**config.mk**
```make
export PLATFORM = sky130hd
export DESIGN_NAME = freq_synth_flat
export DESIGN_NICKNAME = d
export VERILOG_FILES = /design/src/rtl/freq_synth_if.sv /design/src/rtl/freq_synth.sv /design/src/flat_wrapper.sv
export SDC_FILE = /design/constraint.sdc
export NUM_CORES = 1
export LEC_CHECK = 0
export ABC_AREA = 1
export CELL_PAD_IN_SITES_DETAIL_PLACEMENT = 0
export CELL_PAD_IN_SITES_GLOBAL_PLACEMENT = 1
export CORE_UTILIZATION = 42
export DETAILED_ROUTE_END_ITERATION = 16
export PLACE_DENSITY_LB_ADDON = 0.1
export SYNTH_ARGS = -nofsm -noshare
export SYNTH_HDL_FRONTEND = slang
export SYNTH_SLANG_ARGS = --single-unit
```
**constraint.sdc**
```tcl
create_clock -name clock -period 3.6 [get_ports clock]
set_input_delay 0.72 -clock clock [delete_from_list [all_inputs] [get_ports clock]]
set_output_delay 0.72 -clock clock [all_outputs]
set_load 0.02 [all_outputs]
```
**src/rtl/freq_synth_if.sv**
```systemverilog
// freq_synth_if: control and status bundle for the frequency synthesizer.
//   freq_in        requested frequency in Hz
//   freq_load      one-cycle strobe capturing freq_in as the pending value
//   enable         run request (level)
//   wave_out       synthesized 50 % duty square wave
//   edge_tick      one-cycle pulse aligned with the first high cycle of wave_out
//   running        synthesizer is in RUN or STOP
//   update_pending a loaded value has not yet been applied
//   freq_active    frequency currently being generated
// master drives the controls; slave is the synthesizer.
interface freq_synth_if #(
    parameter int unsigned FREQ_W = 14
) ();
    logic [FREQ_W-1:0] freq_in;
    logic              freq_load;
    logic              enable;
    logic              wave_out;
    logic              edge_tick;
    logic              running;
    logic              update_pending;
    logic [FREQ_W-1:0] freq_active;

    modport master (
        output freq_in, freq_load, enable,
        input  wave_out, edge_tick, running, update_pending, freq_active
    );

    modport slave (
        input  freq_in, freq_load, enable,
        output wave_out, edge_tick, running, update_pending, freq_active
    );
endinterface

```
**src/rtl/freq_synth.sv**
```systemverilog
// freq_synth: square-wave synthesizer built on a modulo-CLK_HZ accumulator (NCO).
// Every cycle in RUN/STOP the accumulator advances by 2*active; each wrap toggles
// wave_out, so exactly 2*active toggles happen per CLK_HZ cycles.
// Ports:
//   clock  system clock, rising edge
//   reset  asynchronous, active-high
//   bus    freq_synth_if.slave (controls in, wave and status out)
// Requires 2**ACC_W > CLK_HZ + 2*(2**FREQ_W - 1).
module freq_synth #(
    parameter int unsigned CLK_HZ = 100_000_000,
    parameter int unsigned FREQ_W = 14,
    parameter int unsigned ACC_W  = 27
) (
    input logic           clock,
    input logic           reset,
    freq_synth_if.slave   bus
);
    localparam logic [ACC_W-1:0] Modulus = ACC_W'(CLK_HZ);

    typedef enum logic [1:0] {StIdle, StRun, StStop} state_e;

    state_e            state_q, state_d;
    logic [FREQ_W-1:0] pending_q, pending_d;
    logic [FREQ_W-1:0] active_q, active_d;
    logic              upd_q, upd_d;
    logic [ACC_W-1:0]  acc_q, acc_d;
    logic              wave_q, wave_d;
    logic              tick_q, tick_d;
    logic              running_q, running_d;

    logic [ACC_W-1:0]  sum;
    logic              wrap;
    logic              apply;
    logic [FREQ_W-1:0] eff_freq;

    always_comb begin
        sum      = acc_q + {{(ACC_W-FREQ_W-1){1'b0}}, active_q, 1'b0};
        wrap     = (sum >= Modulus);
        eff_freq = upd_q ? pending_q : active_q;

        state_d = state_q;
        acc_d   = acc_q;
        wave_d  = wave_q;
        apply   = 1'b0;

        unique case (state_q)
            StIdle: begin
                acc_d  = '0;
                wave_d = 1'b0;
                apply  = upd_q;
                if (bus.enable && (eff_freq != '0)) begin
                    state_d = StRun;
                    wave_d  = 1'b1;
                end
            end
            StRun, StStop: begin
                if (!bus.enable && !wave_q) begin
                    // Low phase with no run request: nothing left to finish.
                    state_d = StIdle;
                    acc_d   = '0;
                end else begin
                    // STOP with enable back is just RUN; acc and wave untouched.
                    state_d = bus.enable ? StRun : StStop;
                    if (wrap) begin
                        acc_d  = sum - Modulus;
                        wave_d = ~wave_q;
                        if (wave_q) begin
                            // High->low toggle: period boundary, safe to stop or retune.
                            if (!bus.enable) begin
                                state_d = StIdle;
                                acc_d   = '0;
                            end else begin
                                apply = upd_q;
                                if (upd_q && (pending_q == '0)) begin
                                    state_d = StIdle;
                                    acc_d   = '0;
                                end
                            end
                        end
                    end else begin
                        acc_d = sum;
                    end
                end
            end
            default: begin
                state_d = StIdle;
                acc_d   = '0;
                wave_d  = 1'b0;
            end
        endcase

        // Apply consumes the old pending value; a same-cycle load stays pending.
        pending_d = bus.freq_load ? bus.freq_in : pending_q;
        upd_d     = bus.freq_load | (upd_q & ~apply);
        active_d  = apply ? pending_q : active_q;
        tick_d    = wave_d & ~wave_q;
        running_d = (state_d != StIdle);
    end

    always_ff @(posedge clock or posedge reset) begin
        if (reset) begin
            state_q   <= StIdle;
            pending_q <= '0;
            active_q  <= '0;
            upd_q     <= 1'b0;
            acc_q     <= '0;
            wave_q    <= 1'b0;
            tick_q    <= 1'b0;
            running_q <= 1'b0;
        end else begin
            state_q   <= state_d;
            pending_q <= pending_d;
            active_q  <= active_d;
            upd_q     <= upd_d;
            acc_q     <= acc_d;
            wave_q    <= wave_d;
            tick_q    <= tick_d;
            running_q <= running_d;
        end
    end

    assign bus.wave_out       = wave_q;
    assign bus.edge_tick      = tick_q;
    assign bus.running        = running_q;
    assign bus.update_pending = upd_q;
    assign bus.freq_active    = active_q;
endmodule
```
**src/flat_wrapper.sv**
```systemverilog
// flat-port wrapper written by rule: the top's interface ports become plain ports
module freq_synth_flat 
#(
    parameter int unsigned CLK_HZ = 100_000_000,
    parameter int unsigned FREQ_W = 14,
    parameter int unsigned ACC_W  = 27
)
  (clock, reset, bus_freq_in, bus_freq_load, bus_enable, bus_wave_out, bus_edge_tick, bus_running, bus_update_pending, bus_freq_active);
  freq_synth_if #(.FREQ_W(FREQ_W)) bus_i ();
  input logic clock;
  input logic reset;
  input wire logic [$bits(bus_i.freq_in)-1:0] bus_freq_in;
  input wire logic [$bits(bus_i.freq_load)-1:0] bus_freq_load;
  input wire logic [$bits(bus_i.enable)-1:0] bus_enable;
  output wire logic [$bits(bus_i.wave_out)-1:0] bus_wave_out;
  output wire logic [$bits(bus_i.edge_tick)-1:0] bus_edge_tick;
  output wire logic [$bits(bus_i.running)-1:0] bus_running;
  output wire logic [$bits(bus_i.update_pending)-1:0] bus_update_pending;
  output wire logic [$bits(bus_i.freq_active)-1:0] bus_freq_active;
  assign bus_i.freq_in = bus_freq_in;
  assign bus_i.freq_load = bus_freq_load;
  assign bus_i.enable = bus_enable;
  assign bus_wave_out = bus_i.wave_out;
  assign bus_edge_tick = bus_i.edge_tick;
  assign bus_running = bus_i.running;
  assign bus_update_pending = bus_i.update_pending;
  assign bus_freq_active = bus_i.freq_active;
  freq_synth #(.CLK_HZ(CLK_HZ), .FREQ_W(FREQ_W), .ACC_W(ACC_W)) u_core (.clock(clock), .reset(reset), .bus(bus_i));
endmodule
```
# After elaboration in Yosys (flattened, before gate mapping)
# Cells that the tools add are included.
[word_totals]
reg_bits = 61
inputBits = 18
output_inout_bits = 18
wordCells = 52
[classes]
add_sub_neg = 2
magnitude_cmp = 1
eq_ne = 2
n_mux = 24
n_bitwise = 5
n_reduce_logical = 10
[op_table]
columns = ["operator", "n"]
rows = [
  ["27-bit two-way mux", 6],
  ["27-bit by 15-bit adder with 27-bit output", 1],
  ["27-bit greater-or-equal comparator, second input constant", 1],
  ["27-bit subtractor, second input constant", 1],
  ["14-bit logical NOT", 1],
  ["14-bit two-way mux", 1],
  ["2-bit two-way mux", 7],
  ["14-bit nonzero test", 1],
  ["1-bit two-way mux", 7],
  ["1-bit one-hot mux with 2 select lines", 2],
  ["2-bit one-hot mux with 2 select lines", 1],
  ["1-bit logical AND", 3],
  ["1-bit bitwise AND", 2],
  ["2-bit by 1-bit equality test with 1-bit output, second input constant", 1],
  ["2-bit equality test, second input constant", 1],
  ["1-bit logical NOT", 2],
  ["2-bit logical NOT", 1],
  ["1-bit NOT", 2],
  ["2-bit nonzero test", 1],
  ["2-bit OR reduction", 1],
  ["1-bit OR", 1],
]

# Longest topological paths before layout
[depth]
depth_word = 9
mapped_depth = 29
mapped_depth_nobuf = 28

# Least setup slack after synthesis
# Ideal clock, no wire load.
[synth_path]
kind = "flip-flop to flip-flop"
start = "register u_core.active_q[0] (netlist: u_core.bus.freq_active[0])"
end = "register u_core.active_q[1] (netlist: u_core.bus.freq_active[1])"
setup_time_ns = 0.118
arrival_ns = 3.305
required_ns = 3.482
path_slack_ns = 0.178
stages_incl_launch_ff = 30
path_buffers = 1
period_less_slack_ns = 3.422
path_cell_list = "dfrtp_1 > ha_1 > inv_1 > fa_1 > inv_1 > nand2_1 > nand2_1 > nand3_1 > nand2_2 > nand2_1 > nand2_1 > ha_1 > nand3_1 > a21oi_1 > nand3_1 > nor2_1 > nand2_1 > nor2_1 > nand2_1 > nor2_1 > nand2_1 > nor2_4 > nor2_4 > nand3_4 > nand3b_2 > nand2_4 > nand2_4 > buf_6 > nand2_1 > nand2_1"
[synth_between]
elab_chain_cells = 5
[synth_rtl]
columns = ["element", "line", "text"]
rows = [
  ["start: declaration", "freq_synth.sv:24", "logic [FREQ_W-1:0] active_q, active_d;"],
  ["start signal: assignment", "freq_synth.sv:113", "active_q <= active_d;"],
  ["27-bit by 15-bit adder with 27-bit output", "freq_synth.sv:37", "sum = acc_q + {{(ACC_W-FREQ_W-1){1'b0}}, active_q, 1'b0};"],
  ["27-bit greater-or-equal comparator", "freq_synth.sv:38", "wrap = (sum >= Modulus);"],
  ["1-bit two-way mux", "freq_synth.sv:64", "if (wrap) begin"],
  ["1-bit two-way mux", "freq_synth.sv:57", "if (!bus.enable && !wave_q) begin"],
  ["1-bit one-hot mux with 2 select lines", "freq_synth.sv:46", "unique case (state_q)"],
]
# No other way between the ends.
# A chain may end at the register's enable or synchronous reset.

# Worst setup path after layout
[layout_path]
start = "register u_core.active_q[0] (netlist: u_core.bus.freq_active[0])"
end = "register u_core.acc_q[22]"
[layout_between]
elab_chain_cells = 8
elab_cells_between_ends = 9
classes_between = "add/sub (2); order compare (1); mux (6)"
[layout_rtl]
columns = ["element", "line", "text"]
rows = [
  ["27-bit by 15-bit adder with 27-bit output (*)", "freq_synth.sv:37", ""],
  ["27-bit subtractor", "freq_synth.sv:65", "acc_d = sum - Modulus;"],
  ["27-bit two-way mux", "freq_synth.sv:74", "if (upd_q && (pending_q == '0)) begin"],
  ["27-bit two-way mux", "freq_synth.sv:69", "if (!bus.enable) begin"],
  ["27-bit two-way mux", "freq_synth.sv:67", "if (wave_q) begin"],
  ["27-bit two-way mux (*)", "freq_synth.sv:64", ""],
  ["27-bit two-way mux (*)", "freq_synth.sv:57", ""],
  ["27-bit two-way mux (*)", "freq_synth.sv:46", ""],
  ["net u_core.acc_d[22]", "freq_synth.sv:26", "logic [ACC_W-1:0] acc_q, acc_d;"],
  ["end signal: assignment", "freq_synth.sv:106", "acc_q <= '0;"],
  ["end signal: assignment", "freq_synth.sv:115", "acc_q <= acc_d;"],
  ["end: declaration", "freq_synth.sv:26", ""],
]
# Mark *: on every way through the listed nets, which the timed path passes. The rest lies on a longest branch.

==> flow_summary.toml <==
[sta]
fmax_mhz = 292.4
setup_tns_ns = 0
fin_crit_ns = 3.420
tightest_slew_ns = 0.6567
setup_viol = 0
finClkSkew_ns = 0.01654
fin_crit_sh_pct = 95.00
hold_viol = 0
whs_ns = 0.5065
slew_viol_final = 0
slew_headroom_pct = 55.95

[clocking]
clk_pin_slew_ns = 0.07
h-tree-depth = 3
insertion_delay_ns = 0.34
clock_path_buffers = 2
cts_sinks = 60
root_buffer = "clkbuf_8"
cts_tree = "done"
cts_buffers = 9

[setup_path]
path_class = "reg -> reg"
worst_r2r_path_depth = 24
arrival_ns = 3.67
crit_path_start_kind = "flop"
cp-end-kind = "flop"
crit_required_ns = 3.85
reg2reg_from = "u_core.bus.freq_active[0]"
timing.rr.end = "u_core.acc_q[22]"
r2r_setup_slack_ns = 0.18
worstPathMaxFanout = 8

[final_layout]
num_antenna_cells = 0
design_area_um2 = 5583
final_core_util_pct = 54.08
area_growth_pct = 24.81
multiInputGateArea_um2 = 2721
drive_above_1_share_pct = 13.50
regArea_um2 = 1506
nFillCells = 1052
finalNetCount = 796

[yosys]
syn_inst = 697
post-synth-top-count-cell = "nand2_1"
async_flop_share_pct = 100.0
synthTopCellsByCount = "275 x nand2_1, 104 x inv_1, 60 x dfrtp_1, 60 x nor2_1, 56 x nand3_1"
yosys.area.top_type = "dfrtp_1"
synth.avg_cell_area_um2 = 6.418
synthFlopType = "dfrtp_1"
synth_nets = 734
ys_seq_elements = 60
synthTopCellsByArea = "dfrtp_1 34%, nand2_1 23%, inv_1 8.7%, nand3_1 6.3%, ha_1 5.0%"
synth_area_um2 = 4473
synthesis.yosys.warnings = 0
synth_edf_count = 0
synthDistinctLibCells = 38
synth_top_cell_area_share_pct = 33.57
synth.yosys.seq_area_share_pct = 33.57

[floorplan]
initial_core_util_pct = 43.33
placement_rows = 37
die_width_um = 105.2
die_area_um2 = 11070
core_area_um2 = 10320
pin_count = 36
die_y_um = 105.2

[global_route]
grt_usage_pct = 23.71
grt_pass1_wl_um = 20600
overflow = 0
grt_max_degree = 27
grt_pass1_vias = 4353
antenna_found_initial = 0

[detailed_routing]
vias = 4443
drcViolationCount = 0
avgViaCountPerCell = 4.942
drtAntennaViolNets = 0
first_pass_iters = 4
initialDrtViolationCount = 271
drt_wl_total_um = 12390
wl_per_cell_um = 13.78

[place]
gp_congestion = 0.8845
placed_cell_area_um2 = 5037
port-buffer-count = 35
hpwlAfterDp_um = 9768

[hold_path]
holdPathEnd = "u_core.pending_q[5]"
min_path_cells = 2
hp-class = "reg -> reg"
worstHoldStart = "u_core.pending_q[5]"

[power]
power_density_nw_per_um2 = 735.8
finalPower_mw = 4.108
ir_drop_uv = 351.0
leakage_nw = 2.914

[run]
maxCapViolCount = 0

[run_status]
outcome = "completed"
==> power by group <==
group	switching [mW]	leakage [nW]	internal (mW)	total, mW
sequential	0.202	0.771	0.856	1.06
combinational	1.43	2.03	0.963	2.39
clock	0.256	0.109	0.405	0.661
total	1.88	2.91	2.22	4.11
==> logic make-up (layout without fill, tap and decap cells) <==
group / count (synthesis) / in the layout / synth area share [%]
AND/OR/NAND/NOR: 458 / 460 / 44.95
buffers and inverters: 116 / 180 / 10.13
flip-flops: 60 / 60 / 33.57
AO/OA/AOI/OAI: 38 / 38 / 4.699
adder cells (fa/ha/maj): 19 / 19 / 5.483
XOR/XNOR: 6 / 6 / 1.175
==> through the flow <==
step	cells	setup WS, ns
2_1_floorplan	697	0.1776
3_3_place_gp	870	0.01239
3_5_place_dp	870	-0.04907
4_1_cts	888	0.01171
5_1_grt	899	-0.05395
6_report	899	0.1801
==> flip-flops by register name, indices dropped and copies added (netlist names) <==
signal	count
u_core.bus.freq_active	14
u_core.bus.edge_tick	1
u_core.state_q	2
u_core.acc_q	26
u_core.pending_q	14
u_core.bus.wave_out	1
u_core.bus.running	1
u_core.bus.update_pending	1
==> metal layers <==
metal	wire length [µm]	global-route usage, %	vias up
li1	-	-	2290
met1	6053	32.81	2044
met2	5654	38.53	94
met3	500	3.431	15
met4	182	6.539	0
met5	0	0	-
==> area by class of cell <==
cell class	count	area share (%)
Clock buffer	11	2.533
Clock inverter	4	1.322
Inverter	107	7.194
Multi-Input combinational cell	523	48.74
Sequential cell	60	26.98
Tap cell	136	3.048
Timing Repair Buffer	58	10.17
==> cells in the final DEF, fill, tap and decap left out, types with 2 or more instances in the layout <==
cell type	instances
nand2_8	2
nand2_2	18
nand4_1	13
inv_2	5
inv_1	101
dfrtp_2	4
a21oi_2	3
nand3_2	7
nor2_4	3
buf_6	2
xor2_1	5
o21ai_1	2
ha_1	10
ha_4	7
dfrtp_1	56
nand3b_1	4
nor2_2	6
o21ai_0	12
nor3_2	2
nor4_1	6
and2_1	2
nand3_1	52
clkbuf_8	10
bufinv_16	2
nand2_4	4
nand2_1	266
clkdlybuf4s50_1	35
buf_4	18
nor2_1	59
a21oi_1	18
nor3_1	11
==> how the worst max path moves through the flow <==
stage | start | endpoint | cells past startpoint
floorplan | u_core.bus.freq_active[0] | u_core.bus.freq_active[1] | 29
global placement | u_core.bus.freq_active[5] | u_core.acc_q[22] | 25
detailed placement | u_core.bus.freq_active[5] | u_core.acc_q[22] | 25
CTS | u_core.bus.freq_active[0] | u_core.bus.freq_active[9] | 28
global route | u_core.bus.freq_active[0] | u_core.acc_q[22] | 25
finish | u_core.bus.freq_active[0] | u_core.acc_q[22] | 24
==> critical path, cell delays in order (launching register included) <==
cell     delay (ns)
dfrtp_1        0.36
ha_2           0.19
inv_2          0.04
fa_2           0.40
inv_2          0.10
nand2_4        0.07
nand2_4        0.06
nand3_2        0.07
nand2_2        0.09
nand2_2        0.05
nand2_2        0.09
buf_4          0.10
buf_4          0.11
nand2_1        0.05
nor2_2         0.18
a21oi_2        0.10
nand2_1        0.08
nand2_1        0.10
nand3_2        0.15
nand3_2        0.15
buf_4          0.18
a21oi_4        0.25
buf_4          0.17
nand2_1        0.05
nor2_1         0.10
==> timing repair <==
item                                    in CTS  in global routing
resized for setup                            3                 41
hold buffers                                 0                  0
gates cloned                                 0                  3
setup buffers                                3                  8
endpoints found under the setup margin      18                 46
hold endpoints to repair                     0                  0
pin swaps                                    0                 18
No activity file was read; power rests on OpenSTA's default activity.
